[src/rtl/cpu_defs_pkg.sv]
// Shared CPU definitions: widths, NOP encoding, instruction fields and
// fetch FSM state encodings.
package cpu_defs;

    localparam int ADDR_W = 8;
    localparam int DATA_W = 8;

    localparam logic [DATA_W-1:0] NOP_INSN = 8'hF0;

    // Instruction layout: [opcode4][rdest2][rsrc2/imm]
    localparam int OPC_HI  = 7;
    localparam int OPC_LO  = 4;
    localparam int RDST_HI = 3;
    localparam int RDST_LO = 2;
    localparam int RSRC_HI = 1;
    localparam int RSRC_LO = 0;

    typedef enum logic [1:0] {
        IDLE = 2'd0,
        RUN  = 2'd1,
        HALT = 2'd2
    } fetch_state_e;

    function automatic logic [3:0] opcode_of(input logic [DATA_W-1:0] insn);
        return insn[OPC_HI:OPC_LO];
    endfunction

endpackage

[src/rtl/program_counter.sv]
// Program counter: redirect load beats increment. With FETCH_WRAP_HALT_EN
// defined the counter sticks at its top value instead of wrapping.
module program_counter #(
    parameter int                ADDR_W   = cpu_defs::ADDR_W,
    parameter logic [ADDR_W-1:0] RESET_PC = '0
) (
    input  logic              clk,
    input  logic              rst_n,
    input  logic              load,
    input  logic [ADDR_W-1:0] load_pc,
    input  logic              inc,
    output logic [ADDR_W-1:0] pc
);

    localparam logic [ADDR_W-1:0] ONE    = {{(ADDR_W-1){1'b0}}, 1'b1};
    localparam logic [ADDR_W-1:0] PC_TOP = {ADDR_W{1'b1}};

    logic step;

`ifdef FETCH_WRAP_HALT_EN
    assign step = inc && (pc != PC_TOP);
`else
    assign step = inc;
`endif

    // PC register: load on redirect, else step on capture
    always_ff @(posedge clk or negedge rst_n) begin
        if (!rst_n)    pc <= RESET_PC;
        else if (load) pc <= load_pc;
        else if (step) pc <= pc + ONE;
    end

endmodule

[src/rtl/fetch_unit.sv]
// Instruction fetch stage: drives the PC as the memory address, registers
// the returned instruction into a one-entry slot with valid/ready handoff,
// handles redirects and keeps a saturating accepted-instruction count.
// Optional macro FETCH_WRAP_HALT_EN: halt after capturing at the top PC.
module fetch_unit #(
    parameter int                ADDR_W   = cpu_defs::ADDR_W,
    parameter int                DATA_W   = cpu_defs::DATA_W,
    parameter logic [ADDR_W-1:0] RESET_PC = '0,
    parameter logic [DATA_W-1:0] NOP_INSN = cpu_defs::NOP_INSN
) (
    input  logic              clk,
    input  logic              rst_n,
    input  logic              fetch_en,
    output logic [ADDR_W-1:0] address,
    input  logic [DATA_W-1:0] instruction,
    output logic [DATA_W-1:0] ir_out,
    output logic [ADDR_W-1:0] ir_pc,
    output logic              ir_valid,
    input  logic              ir_ready,
    input  logic              branch_valid,
    input  logic [ADDR_W-1:0] branch_target,
    output logic [15:0]       fetch_count,
    output logic              halted
);
    import cpu_defs::*;

    fetch_state_e      state, state_nx;
    logic [ADDR_W-1:0] pc;
    logic [15:0]       count_q;
    logic              slot_free, capture, accept;

    assign slot_free = !ir_valid || ir_ready;
    assign capture   = (state == RUN) && fetch_en && slot_free && !branch_valid;
    // A redirect flushes whatever is offered, so it is never counted.
    assign accept    = ir_valid && ir_ready && !branch_valid;

    program_counter #(
        .ADDR_W  (ADDR_W),
        .RESET_PC(RESET_PC)
    ) u_pc (
        .clk    (clk),
        .rst_n  (rst_n),
        .load   (branch_valid),
        .load_pc(branch_target),
        .inc    (capture),
        .pc     (pc)
    );

    assign address     = pc;
    assign fetch_count = count_q;

`ifdef FETCH_WRAP_HALT_EN
    logic at_top;
    assign at_top = (pc == {ADDR_W{1'b1}});
    assign halted = (state == HALT);
`else
    assign halted = 1'b0;
`endif

    // FSM state register
    always_ff @(posedge clk or negedge rst_n) begin
        if (!rst_n) state <= IDLE;
        else        state <= state_nx;
    end

    // FSM next state; a redirect in IDLE only moves the PC
    always_comb begin
        state_nx = state;
        case (state)
            IDLE: if (fetch_en && !branch_valid) state_nx = RUN;
            RUN: begin
                if (!fetch_en) state_nx = IDLE;
`ifdef FETCH_WRAP_HALT_EN
                else if (capture && at_top) state_nx = HALT;
            end
            HALT: if (branch_valid) state_nx = RUN;
`else
            end
`endif
            default: state_nx = IDLE;
        endcase
    end

    // Output slot: flush on redirect, load on capture, drain when consumed,
    // otherwise hold (stable while valid and not ready)
    always_ff @(posedge clk or negedge rst_n) begin
        if (!rst_n) begin
            ir_out   <= NOP_INSN;
            ir_pc    <= '0;
            ir_valid <= 1'b0;
        end else if (branch_valid) begin
            ir_out   <= NOP_INSN;
            ir_valid <= 1'b0;
        end else if (capture) begin
            ir_out   <= instruction;
            ir_pc    <= pc;
            ir_valid <= 1'b1;
        end else if (ir_valid && ir_ready) begin
            ir_out   <= NOP_INSN;
            ir_valid <= 1'b0;
        end
    end

    // Saturating count of instructions taken by the decoder
    always_ff @(posedge clk or negedge rst_n) begin
        if (!rst_n)                              count_q <= '0;
        else if (accept && (count_q != 16'hFFFF)) count_q <= count_q + 16'd1;
    end

endmodule
[config.mk]
export PLATFORM = sky130hd
export DESIGN_NAME = fetch_unit
export DESIGN_NICKNAME = d
export VERILOG_FILES = /design/src/rtl/cpu_defs_pkg.sv /design/src/rtl/program_counter.sv /design/src/rtl/fetch_unit.sv
export SDC_FILE = /design/constraint.sdc
export NUM_CORES = 1
export LEC_CHECK = 0
export CAP_MARGIN = 30
export CORE_ASPECT_RATIO = 0.75
export CORE_MARGIN = 1
export CORE_UTILIZATION = 47
export CTS_BUF_LIST = sky130_fd_sc_hd__clkbuf_4
export DETAILED_ROUTE_END_ITERATION = 8
export PLACE_DENSITY = 0.81
export SETUP_SLACK_MARGIN = 0.2
export SLEW_MARGIN = 10
export SYNTH_ARGS = -nofsm -noshare
export SYNTH_HDL_FRONTEND = slang
export SYNTH_SLANG_ARGS = --single-unit
[constraint.sdc]
create_clock -name clk -period 2.2 [get_ports clk]
set_input_delay 0.66 -clock clk [delete_from_list [all_inputs] [get_ports clk]]
set_output_delay 0.66 -clock clk [all_outputs]
set_load 0.02 [all_outputs]
==> flow_summary.json <==
{
  "dieHeight_um": 57.9,
  "max_slew.worst_pin.slew_ns": 0.516,
  "yosys.area.top_type_share_pct": 48.5,
  "worst_skew_pair.late_latency_ns": 0.35,
  "dp_hpwl_um": 3460,
  "grt_util_met2_pct": 34.2,
  "core_mm2": 0.00383,
  "grt_max_degree": 43,
  "detail-route-antenna-nets": 0,
  "place_ws_ns": -0.269,
  "fmax_mhz": 520,
  "cts_tree": "built",
  "r2r_setup_slack_ns": 0.33,
  "cpLargestDelayFamily": "simple AND/OR/NAND/NOR gates",
  "yosysWarnings": 0,
  "fin_tns_setup_ns": 0,
  "relSlewSlack_pct": 65.6,
  "synth_common_cells": "41 x nand2_1, 38 x dfrtp_1, 12 x o21ai_0, 10 x nor3_1",
  "clock_sinks": 42,
  "drt-initial-drc-count": 100,
  "global_route.usage.met1_pct": 34.3,
  "skew_ns": 0.00499,
  "r2r-start": "fetch_count[5]",
  "numCtsBuffers": 5,
  "synth_area_mm2": 0.00196,
  "route.detailed.drc": 0,
  "setup_slack_ns": 0.279,
  "grt_setup_unrepaired": "no",
  "crit_buf_inv": 2,
  "cpPeakStageDelay_ns": 0.51,
  "reg2regPathDepth": 4,
  "die_area_mm2": 0.00443,
  "avgRoutedWirePerCell_um": 14.9,
  "busiest_layer": "met1",
  "worst-path-stages": 6,
  "grt_pass1_wl_um": 7950,
  "drive_above_1_share_pct": 16.4,
  "startpoint_type": "input pin",
  "outcome": "finished clean",
  "grt_pass1_vias": 1613,
  "htree_levels": 2,
  "io_pins": 63,
  "synth_top_area_cell": "dfrtp_1",
  "p_leak_nw": 1.49,
  "worstSetupStartpoint": "fetch_en",
  "period_needed_ns": 1.92,
  "max_cap_violations": 0,
  "cp.required_ns": 2.45,
  "syn_inst": 187,
  "reg2reg_to": "fetch_count[15]",
  "fin_nets": 291,
  "via_per_inst": 5.36,
  "grt_util_met3_pct": 4.88,
  "num_vias": 1721,
  "synth_cell_types": 39,
  "worstSetupEndpointType": "flip-flop",
  "clkTransAtPathRegs_ns": 0.13,
  "area_growth_pct": 42.3,
  "place.gp.congestion": 0.806,
  "synth_seq_area_share_pct": 53.9,
  "antenna_found_initial": 0,
  "p_per_area_mw_per_mm2": 616,
  "cp_cell_sequence": "clkdlybuf4s50_1 > nand2_1 > or3_1 > buf_4 > nand2_1 > nand2_1",
  "crit_path_frequent_cell": "nand2_1",
  "synth_ff_type": "dfrtp_1",
  "cpMaxStageDelayCell": "clkdlybuf4s50_1",
  "firstDrtPassIters": 4,
  "synth_edf_count": 0,
  "synth_nets": 210,
  "yosysMostFrequentCell": "nand2_1",
  "crit_fanout": 10,
  "grt_use_total_pct": 23.6,
  "cts_buffer_depth": 2,
  "portBuffers": 61,
  "diodes": 0,
  "die_w_um": 76.6,
  "synth.ff_latch_count": 42,
  "arrival_ns": 2.17,
  "fin_crit_sh_pct": 87.3,
  "synthArstFlopShare_pct": 100,
  "hold_viol": 0,
  "wl_um": 4800,
  "vdd_drop_max_v": 0.000443,
  "ctsRootBufferMaster": "clkbuf_4",
  "grt_remaining_overflow": 0,
  "row_count": 19,
  "start_util_pct": 51.2,
  "setup_viol": 0,
  "min_path_type": "input pin to async pin",
  "synth_area_leaders": "dfrtp_1 49%, nand2_1 7.9%, dfstp_2 5.4%, xnor2_1 3.6%, xor2_1 3.6%",
  "cts_hold_repair.buffers": 0,
  "path_class": "input pin to flip-flop",
  "avgSynthCellArea_um2": 10.5,
  "slew_violations": 0
}
[sequential cells by signal (all words and copies together), names as in the netlist]
signal       flops
ir_out           8
ir_valid         1
ir_pc            8
u_pc.pc          8
state            1
fetch_count     16
[routing by layer]
metal | vias to the layer above | share of wire, %
li1 | 817 | -
met1 | 829 | 46
met2 | 67 | 46
met3 | 8 | 5.9
met4 | 0 | 1.7
met5 | - | 0
[per-stage QoR]
step                      instance area [um^2]  cells  utilization, %  power, mW  hold slack [ns]
after global placement                    2740    312            71.5       1.39            0.458
after detailed placement                  2740    312            71.5       1.40            0.463
final                                     2790    321            72.9       1.72            0.347
after CTS                                 2760    321            72.2       1.74            0.356
after floorplan                           1960    187               -       1.14            0.364
after global routing                      2790    321            72.9       1.81            0.364
[cell families after synthesis]
family / count (synthesis) / share of synthesized area [%]
xor gates and xnor gates: 16 / 7.15
AOI/OAI and AO/OA: 27 / 9.13
other: 1 / 0.191
and+or+nand+nor: 85 / 23.2
buffers and inverters: 8 / 1.79
muxes: 6 / 3.38
adders and majority gates: 2 / 1.28
DFF: 42 / 53.9
[what timing repair did]
item                                    in CTS  in global routing
hold endpoints to repair                     0                  0
buffers inserted                             1                  0
endpoints found under the setup margin      44                 10
cloned                                       0                  0
pin swaps                                    2                  0
gates resized for setup                     34                 10
[cells in the final DEF (no fill, tap or decap), types with 2 or more instances in the layout]
| cell | synthesis | layout |
|---|---|---|
| nand2_1 | 41 | 41 |
| nand4_1 | 2 | 2 |
| nor2b_1 | 2 | 2 |
| mux2_1 | 2 | 2 |
| dfrtp_1 | 38 | 37 |
| o22a_1 | 4 | 4 |
| o21ai_0 | 12 | 12 |
| a21oi_1 | 2 | 2 |
| inv_1 | 2 | 2 |
| clkdlybuf4s50_1 | 0 | 17 |
| dlygate4sd2_1 | 0 | 33 |
| buf_4 | 1 | 19 |
| nor4_1 | 3 | 3 |
| clkbuf_4 | 0 | 5 |
| nand3_1 | 7 | 7 |
| dfstp_2 | 4 | 4 |
| xnor2_1 | 8 | 8 |
| xor2_1 | 8 | 8 |
| nor3b_1 | 2 | 2 |
| nand4_2 | 2 | 2 |
| a22o_1 | 4 | 4 |
| or3_1 | 2 | 2 |
| nor2_1 | 7 | 7 |
| ha_1 | 2 | 2 |
| mux2_2 | 3 | 3 |
| nor3_1 | 10 | 10 |
| dlymetal6s2s_1 | 0 | 10 |
[worst max path at each step]
stage / endpoint / slack, ns
3_3_place_gp: fetch_count[15] / -0.22
5_1_grt: u_pc.pc[6] / 0.22
2_1_floorplan: fetch_count[15] / 0.21
3_5_place_dp: fetch_count[15] / -0.27
6_report: ir_pc[3] / 0.28
4_1_cts: address[0] / 0.1
[cell type report]
cell class / instances / area, um^2
Clock buffer: 5 / 37.5
Multi-Input combinational cell: 137 / 868
Sequential cell: 42 / 1060
Timing Repair Buffer: 80 / 732
Inverter: 2 / 7.51
Clock inverter: 3 / 21.3
Fill cell: 310 / 1040
Tap cell: 52 / 65.1
[report_power, final]
part	switching, mW	internal, mW
combinational	0.229	0.191
clock	0.257	0.124
sequential	0.0658	0.851
(Power assumes the default switching activity.)
